`src/rtl/feistel_lfsr_round_core_if.sv`:
```
// feistel_lfsr_round_core_if: block-in / result-out bundle for the Feistel round core
// master (input stage side): drives left_in, right_in, trigger, key_seed; sees data_out, valid, busy, overrun
// slave  (core side):        sees left_in, right_in, trigger, key_seed; drives data_out, valid, busy, overrun
interface feistel_lfsr_round_core_if;
    logic [31:0] left_in;
    logic [31:0] right_in;
    logic [31:0] key_seed;
    logic        trigger;
    logic [63:0] data_out;
    logic        valid;
    logic        busy;
    logic        overrun;
    modport master(output left_in, right_in, trigger, key_seed, input data_out, valid, busy, overrun);
    modport slave(input left_in, right_in, trigger, key_seed, output data_out, valid, busy, overrun);
endinterface

```
`src/rtl/feistel_lfsr_round_core.sv`:
```
// feistel_lfsr_round_core: multi-cycle Feistel cipher core, one round per clock, LFSR subkeys
// Ports: clk (rising edge), rst (asynchronous, active-low),
//        bus (slave): left_in/right_in halves, trigger start pulse, key_seed LFSR seed,
//                     data_out {R_final, L_final}, valid pulse, busy, sticky overrun.
// Optional macro LFSR_CHAIN_EN: seed is loaded only on the first accepted trigger after
// reset; later blocks continue the keystream from the current LFSR state.
module feistel_lfsr_round_core #(
    parameter int          NUM_ROUNDS = 16,
    parameter logic [31:0] LFSR_TAPS  = 32'h80200003
) (
    input logic clk,
    input logic rst,
    feistel_lfsr_round_core_if.slave bus
);
    typedef enum logic [1:0] {IDLE, ROUND, DONE} state_t;
    localparam logic [6:0] LAST = 7'(NUM_ROUNDS - 1);
    state_t      state;
    logic [6:0]  round_cnt;
    logic [31:0] l_q, r_q, lfsr;
    logic [31:0] mix, f, r_new, lfsr_next, seed, lfsr_load;
    logic [63:0] data_q;
    logic        valid_q, busy_q, overrun_q;
    always_comb begin
        mix       = r_q ^ lfsr;
        f         = {mix[28:0], mix[31:29]} + lfsr;
        r_new     = l_q ^ f;
        lfsr_next = lfsr[0] ? (lfsr >> 1) ^ LFSR_TAPS : lfsr >> 1;
        // an all-zero Galois LFSR never leaves zero, so a zero seed becomes 1
        seed      = (bus.key_seed == '0) ? 32'h1 : bus.key_seed;
    end
`ifdef LFSR_CHAIN_EN
    logic seed_loaded;
    always_ff @(posedge clk or negedge rst) begin
        if (!rst)
            seed_loaded <= 1'b0;
        else if (state == IDLE && bus.trigger)
            seed_loaded <= 1'b1;
    end
    assign lfsr_load = seed_loaded ? lfsr : seed;
`else
    assign lfsr_load = seed;
`endif
    always_ff @(posedge clk or negedge rst) begin
        if (!rst) begin
            state     <= IDLE;
            round_cnt <= '0;
            l_q       <= '0;
            r_q       <= '0;
            lfsr      <= 32'h1;
            data_q    <= '0;
            valid_q   <= 1'b0;
            busy_q    <= 1'b0;
            overrun_q <= 1'b0;
        end else begin
            case (state)
                IDLE: if (bus.trigger) begin
                    l_q       <= bus.left_in;
                    r_q       <= bus.right_in;
                    lfsr      <= lfsr_load;
                    round_cnt <= '0;
                    busy_q    <= 1'b1;
                    state     <= ROUND;
                end
                ROUND: begin
                    l_q       <= r_q;
                    r_q       <= r_new;
                    lfsr      <= lfsr_next;
                    round_cnt <= round_cnt + 7'd1;
                    if (round_cnt == LAST) begin
                        // final swap: output {R_new, L_new} where L_new is the old R
                        data_q  <= {r_new, r_q};
                        valid_q <= 1'b1;
                        state   <= DONE;
                    end
                end
                default: begin
                    valid_q <= 1'b0;
                    busy_q  <= 1'b0;
                    state   <= IDLE;
                end
            endcase
            if (bus.trigger && state != IDLE)
                overrun_q <= 1'b1;
        end
    end
    assign bus.data_out = data_q;
    assign bus.valid    = valid_q;
    assign bus.busy     = busy_q;
    assign bus.overrun  = overrun_q;
endmodule

```
`src/flat_wrapper.sv`:
```
// flat-port wrapper written by rule: the top's interface ports become plain ports
module feistel_lfsr_round_core_flat 
#(
    parameter int          NUM_ROUNDS = 16,
    parameter logic [31:0] LFSR_TAPS  = 32'h80200003
)
  (clk, rst, bus_left_in, bus_right_in, bus_trigger, bus_key_seed, bus_data_out, bus_valid, bus_busy, bus_overrun);
  feistel_lfsr_round_core_if bus_i ();
  input logic clk;
  input logic rst;
  input wire logic [$bits(bus_i.left_in)-1:0] bus_left_in;
  input wire logic [$bits(bus_i.right_in)-1:0] bus_right_in;
  input wire logic [$bits(bus_i.trigger)-1:0] bus_trigger;
  input wire logic [$bits(bus_i.key_seed)-1:0] bus_key_seed;
  output wire logic [$bits(bus_i.data_out)-1:0] bus_data_out;
  output wire logic [$bits(bus_i.valid)-1:0] bus_valid;
  output wire logic [$bits(bus_i.busy)-1:0] bus_busy;
  output wire logic [$bits(bus_i.overrun)-1:0] bus_overrun;
  assign bus_i.left_in = bus_left_in;
  assign bus_i.right_in = bus_right_in;
  assign bus_i.trigger = bus_trigger;
  assign bus_i.key_seed = bus_key_seed;
  assign bus_data_out = bus_i.data_out;
  assign bus_valid = bus_i.valid;
  assign bus_busy = bus_i.busy;
  assign bus_overrun = bus_i.overrun;
  feistel_lfsr_round_core #(.NUM_ROUNDS(NUM_ROUNDS), .LFSR_TAPS(LFSR_TAPS)) u_core (.clk(clk), .rst(rst), .bus(bus_i));
endmodule
```
`config.mk`:
```
export PLATFORM = sky130hd
export DESIGN_NAME = feistel_lfsr_round_core_flat
export DESIGN_NICKNAME = d
export VERILOG_FILES = /design/src/rtl/feistel_lfsr_round_core_if.sv /design/src/rtl/feistel_lfsr_round_core.sv /design/src/flat_wrapper.sv
export SDC_FILE = /design/constraint.sdc
export NUM_CORES = 1
export LEC_CHECK = 0
export CAP_MARGIN = 20
export CORE_MARGIN = 8
export CORE_UTILIZATION = 54
export CTS_CLUSTER_DIAMETER = 30
export DETAILED_ROUTE_END_ITERATION = 8
export PLACE_DENSITY = 0.77
export SKIP_CTS_REPAIR_TIMING = 1
export SYNTH_ARGS = -nofsm -noshare
export SYNTH_HDL_FRONTEND = slang
export SYNTH_SLANG_ARGS = --single-unit
```
`constraint.sdc`:
```
create_clock -name clk -period 3.3 [get_ports clk]
set_input_delay 0.66 -clock clk [delete_from_list [all_inputs] [get_ports clk]]
set_output_delay 0.66 -clock clk [all_outputs]
set_load 0.01 [all_outputs]
```
# Word-level counts from Yosys, hierarchy flattened
# Cells that the tools add are included.
# Widths: inputs -> output; s select.
[op_classes]
eq_ne = 4
div = 0
magnitude_cmp = 0
bitwise = 5
multipliers = 0
reduce_logical = 10
addsub = 2
n_shift = 0
muxes = 17
[op_table]
columns = ["operator", "n"]
rows = [
  ["$pmux 32 s2", 3],
  ["$mux 32", 5],
  ["$xor 32x32->32", 2],
  ["$add 32x32->32", 1],
  ["$logic_not 32->1", 1],
  ["$pmux 7 s2", 1],
  ["$reduce_and 2->1", 5],
  ["$add 7x1->7 const B", 1],
  ["$eq 7x4->1 const B", 1],
  ["$mux 7", 1],
  ["$mux 2", 2],
  ["$not 3->4", 1],
  ["$pmux 1 s2", 2],
  ["$pmux 2 s2", 1],
  ["$reduce_bool 2->1", 2],
  ["$eq 2x1->1 const B", 1],
  ["$logic_not 2->1", 1],
  ["$mux 1", 2],
  ["$ne 2x1->1 const B", 1],
  ["$ne 2x2->1 const B", 1],
  ["$not 1->1", 2],
  ["$logic_and 1x1->1", 1],
]
[word_totals]
romBits = 0
mem_bits_rw = 0
elab_cells = 47
register_bits = 172
in_bits = 99
memories = 0
latch_bits = 0

# Logic depth before layout (Yosys ltp)
[logic_depth]
ltp_word = 4
ltp_mapped = 11
mapped_depth_nobuf = 11

# Least setup slack after synthesis
# OpenSTA, ideal clock, no wires.
[synth_timing]
path_kind = "reg2reg"
from = "reg u_core.lfsr[0]"
to = "reg u_core.data_q[61] (netlist: u_core.bus.data_out[61])"
slack_ps = 712
required_ps = 3208
stages_incl_launch_ff = 10
arrival_time_ps = 2496
setup_time_ps = 92
period_less_slack_ps = 2588
path_cell_list = "dfstp_2 clkbuf_1 xor2_1 ha_1 and4_1 o2111ai_2 a31o_1 a2111o_1 and3_4 o31ai_2"
[synth_via]
elab_chain_len = 3
[synth_lines]
columns = ["element", "line_no", "source"]
rows = [
  ["start: declaration", "feistel_lfsr_round_core.sv:19", "logic [31:0] l_q, r_q, lfsr;"],
  ["start signal: assignment", "feistel_lfsr_round_core.sv:59", "lfsr <= lfsr_load;"],
  ["start signal: assignment", "feistel_lfsr_round_core.sv:67", "lfsr <= lfsr_next;"],
  ["$xor 32x32->32", "feistel_lfsr_round_core.sv:24", "mix = r_q ^ lfsr;"],
  ["$add 32x32->32 (*)", "feistel_lfsr_round_core.sv:25", "f = {mix[28:0], mix[31:29]} + lfsr;"],
  ["$xor 32x32->32 (*)", "feistel_lfsr_round_core.sv:26", "r_new = l_q ^ f;"],
  ["end signal: assignment", "feistel_lfsr_round_core.sv:71", "data_q <= {r_new, r_q};"],
  ["end: declaration", "feistel_lfsr_round_core.sv:21", "logic [63:0] data_q;"],
]
# Mark *: on every way between the ends. The rest lies on a longest branch, timed or not.
# A chain may end at the register's enable or synchronous reset.

# Worst setup path after layout
[layout_timing]
from = "reg u_core.r_q[29]"
to = "reg u_core.data_q[62] (netlist: u_core.bus.data_out[62])"
[layout_via]
elab_chain_len = 3
[layout_lines]
columns = ["element", "line_no", "source"]
rows = [
  ["start: declaration", "feistel_lfsr_round_core.sv:19", ""],
  ["start signal: assignment", "feistel_lfsr_round_core.sv:58", "r_q <= bus.right_in;"],
  ["start signal: assignment", "feistel_lfsr_round_core.sv:66", "r_q <= r_new;"],
  ["$xor 32x32->32", "feistel_lfsr_round_core.sv:24", ""],
  ["$add 32x32->32", "feistel_lfsr_round_core.sv:25", ""],
  ["$xor 32x32->32", "feistel_lfsr_round_core.sv:26", ""],
]
# No other way between the ends.

==> key figures <==
STA
  – Count of pins over their slew limit: 0
  – Clock Skews: 7.31 ps
  – Worst slew margin: 0.399
  – TNS Setup: 0 ps
  – Final setup fails: 0
  – Final hold violation count: 0
  – RSZ-0062 raised after global routing: false
  – Maximum operating frequency: 331 MHz
  – Period utilization: 0.915
  – Setup slack of the critical path after layout: around 280 ps
  – Worst-Margin Slew: 898 ps
  – Clock period minus final worst setup slack: 3020 ps

Clocking
  – TritonCTS Buffers: 17
  – Library cell used as clock root buffer: clkbuf_16
  – Clock tree sinks: about 170
  – H-tree Lvls: 4
  – Clock tree from TritonCTS: yes
  – Clock slew seen by the registers of the worst setup and hold paths: ~70 ps
  – Buffers from clock root to sink, at most: 2
  – Clock Latency Late Sink: roughly 430 ps

Routing
  – Wl on met1: ~14000 µm
  – 1st-iter DRT viols: roughly 800
  – Drt via density: approximately 6
  – Routed Wire Length: 30300 µm
  – Total length of routed met2 wires: about 14000 µm
  – Uppermost metal layer occupied by signal nets: met4
  – Number of routed nets with antenna violations: 0
  – First-pass DRT Iterations: 5
  – Met3 wire length: just under 2000 µm
  – DRC violation count after routing: 0
  – Via count: about 9000
  – Wire length per cell: just over 20 µm

Flow run
  – Total of max-cap violations: 0

Synth
  – Number of distinct library cell variants in the gate-level netlist after synthesis: 70
  – Flop and latch count out of synthesis: between 150 and 200
  – Post-synthesis simple-gate area fraction: 0.194
  – Combined area of all synthesized cells: about 9900 µm²
  – Synthesized-area fraction occupied by ao, oa, aoi and oai cells: 0.205
  – Part of the Yosys area used for sequential elements: 0.433
  – Combinational family with the most area after synthesis: compound AO/OA/AOI/OAI gates
  – Yosys warnings: 0
  – Fraction of post-synthesis cell area in the top cell type by area: 0.430
  – Library cell with the highest instance count after synthesis: nand2_1
  – Largest cells by area after synthesis: dfrtp_1, nand2_1, o21ai_0
  – Share of flip-flops with an asynchronous set or reset after synthesis: 1.00
  – Post-Synthesis Mean Instance Area: between 8 and 9 µm²
  – Top FF cell, synth: dfrtp_1
  – Fraction of synthesized cell area in xor and xnor cells: 0.0837
  – Adder-cell area share of the yosys netlist: 0.0473
  – Leading post-synthesis cells by instance count: nand2_1, dfrtp_1, o21ai_0
  – Cells after Synth: roughly 1100
  – Net count of the mapped netlist: 1253
  – Number of enable flip-flop cells after synthesis: 0
  – Post-synthesis cell type with the largest combined area: dfrtp_1
  – Share of synthesized area spent on multiplexers: 0.00415

Floorplanning
  – Standard-cell rows: 49
  – Die Ht: approximately 150 µm
  – I/O pin cnt: 166
  – Die area: 23000 µm²
  – Die width: ~150 µm
  – Effective utilization at floorplan: 0.552
  – Core area: between 15000 and 20000 µm²

Final layout
  – Proportion of layout cells with a drive suffix above 1: 0.0594
  – Net total in the final layout: around 1400
  – Post-synthesis to final-layout area growth: 24.4%
  – Number of cells in the finished layout apart from fillers: about 1500
  – Ant. Diodes: 0

Min path
  – Path category of the worst min-delay check: in -> async

Outcome
  – Status: finished, final reports clean

Placed design
  – Placed wire-length estimate: 21600 µm
  – Placed instance count: approximately 1500
  – Final weighted congestion in routability-driven placement: about 0.94
  – IO Port Bufs: around 170
  – DP Worst Slack: 396 ps

Worst setup path
  – Reg2reg path depth: 11
  – Startpoint of the worst-slack reg-to-reg timing path: u_core.r_q[29]$_DFFE_PN0P_
  – Setup crit start kind: flop
  – Setup CP Type: reg -> reg
  – Cells along the critical path: xor2_1, ha_1, inv_1, fa_1, nor2b_1, o2111ai_1, a21boi_2, o31ai_1, o211ai_1, xnor2_1, o21ai_0
  – Required time reported for the critical path endpoint: around 3600 ps
  – Worst reg2reg path endpoint: u_core.bus.data_out[62]$_DFFE_PN0P_
  – Critical path endpoint category: flop
  – Data arrival at the endpoint of the critical path: 3300 ps
  – Slowest cell on the critical path: o31ai_1
  – Largest incremental delay on the critical path: slightly below 700 ps
  – Flop-to-flop setup slack: around 280 ps
  – Worst-path fanout max: 4

Global routing
  – Vias in the first global route: between 8000 and 9000
  – Antenna violations before repair: 0
  – Maximum number of pins on one net before global-route repair: 87
  – Total congestion overflow: 0
  – First-pass GRT wire length: 48700 µm
  – Global-route usage over all layers: 0.270
cell usage in the layout, fill, tap and decap left out, types with 8 or more instances in the layout:
cell type	instances
a21o_1	17
a21oi_1	110
a22oi_1	19
and3b_1	58
buf_4	16
clkbuf_16	17
clkdlybuf4s50_1	163
dfrtp_1	169
ha_1	36
inv_1	12
nand2_1	213
nand3_1	11
nand4_1	10
nor2_1	35
nor3_1	8
nor4_1	11
o21ai_0	131
o21ai_1	9
o22a_1	8
xnor2_1	47
xor2_1	48
per-layer routing:
layer,vias up,global-route usage
li1,4208,-
met4,0,0.0902
met3,48,0.0416
met2,332,0.423
met1,4378,0.374
met5,-,0
worst max path at each step:
| stage | start | endpoint | slack (ps) | cells past startpoint |
|---|---|---|---|---|
| CTS | u_core.r_q[29]$_DFFE_PN0P_ | u_core.bus.data_out[62]$_DFFE_PN0P_ | 340 | 11 |
| floorplan | u_core.lfsr[0]$_DFFE_PN1P_ | u_core.bus.data_out[61]$_DFFE_PN0P_ | 710 | 9 |
| detailed placement | u_core.r_q[29]$_DFFE_PN0P_ | u_core.bus.data_out[62]$_DFFE_PN0P_ | 400 | 11 |
| finish | u_core.r_q[29]$_DFFE_PN0P_ | u_core.bus.data_out[62]$_DFFE_PN0P_ | 280 | 11 |
| global placement | u_core.r_q[31]$_DFFE_PN0P_ | u_core.bus.data_out[62]$_DFFE_PN0P_ | 390 | 9 |
| global route | u_core.r_q[29]$_DFFE_PN0P_ | u_core.bus.data_out[62]$_DFFE_PN0P_ | 110 | 11 |
kinds of logic after synthesis:
family	count (synthesis)
and+or+nand+nor	383
AOI/OAI and AO/OA	346
DFF	172
xor gates and xnor gates	95
buffers and inverters	80
adders and majority gates	37
muxes	4
layout make-up:
| type | instances | area (µm²) |
|---|---|---|
| Timing Repair Buffer | 183 | 1810 |
| Clock buffer | 17 | 425 |
| Tap cell | 229 | 287 |
| Clock inverter | 14 | 181 |
| Inverter | 12 | 45.0 |
| Sequential cell | 172 | 4310 |
| Fill cell | 1527 | 5650 |
| Multi-Input combinational cell | 865 | 5320 |
through the flow:
step	utilization	hold slack (ps)	cell area, µm²
CTS	0.686	229	12400
floorplan	-	364	9940
global placement	0.653	453	11800
global route	0.686	261	12400
detailed placement	0.653	451	11800
finish	0.686	215	12400
worst max-delay path: cells and delay by family (launching register included):
kind                     cells  cell delay, ps
XOR/XNOR                     2             440
AND/OR/NAND/NOR              1              80
adder cells (fa/ha/maj)      2             410
buffers and inverters        1              70
AO/OA/AOI/OAI                5            1460
flip-flops                   1             420
state kept, by name (all words and copies together) (netlist names):
register             count
u_core.bus.busy          1
u_core.bus.data_out     64
u_core.bus.overrun       1
u_core.bus.valid         1
u_core.l_q              32
u_core.lfsr             32
u_core.r_q              32
u_core.round_cnt         7
u_core.state             2
Power is left out: the tool's default activity adds up to more than one toggle a clock period on the data nets, which glitch-free logic cannot reach.
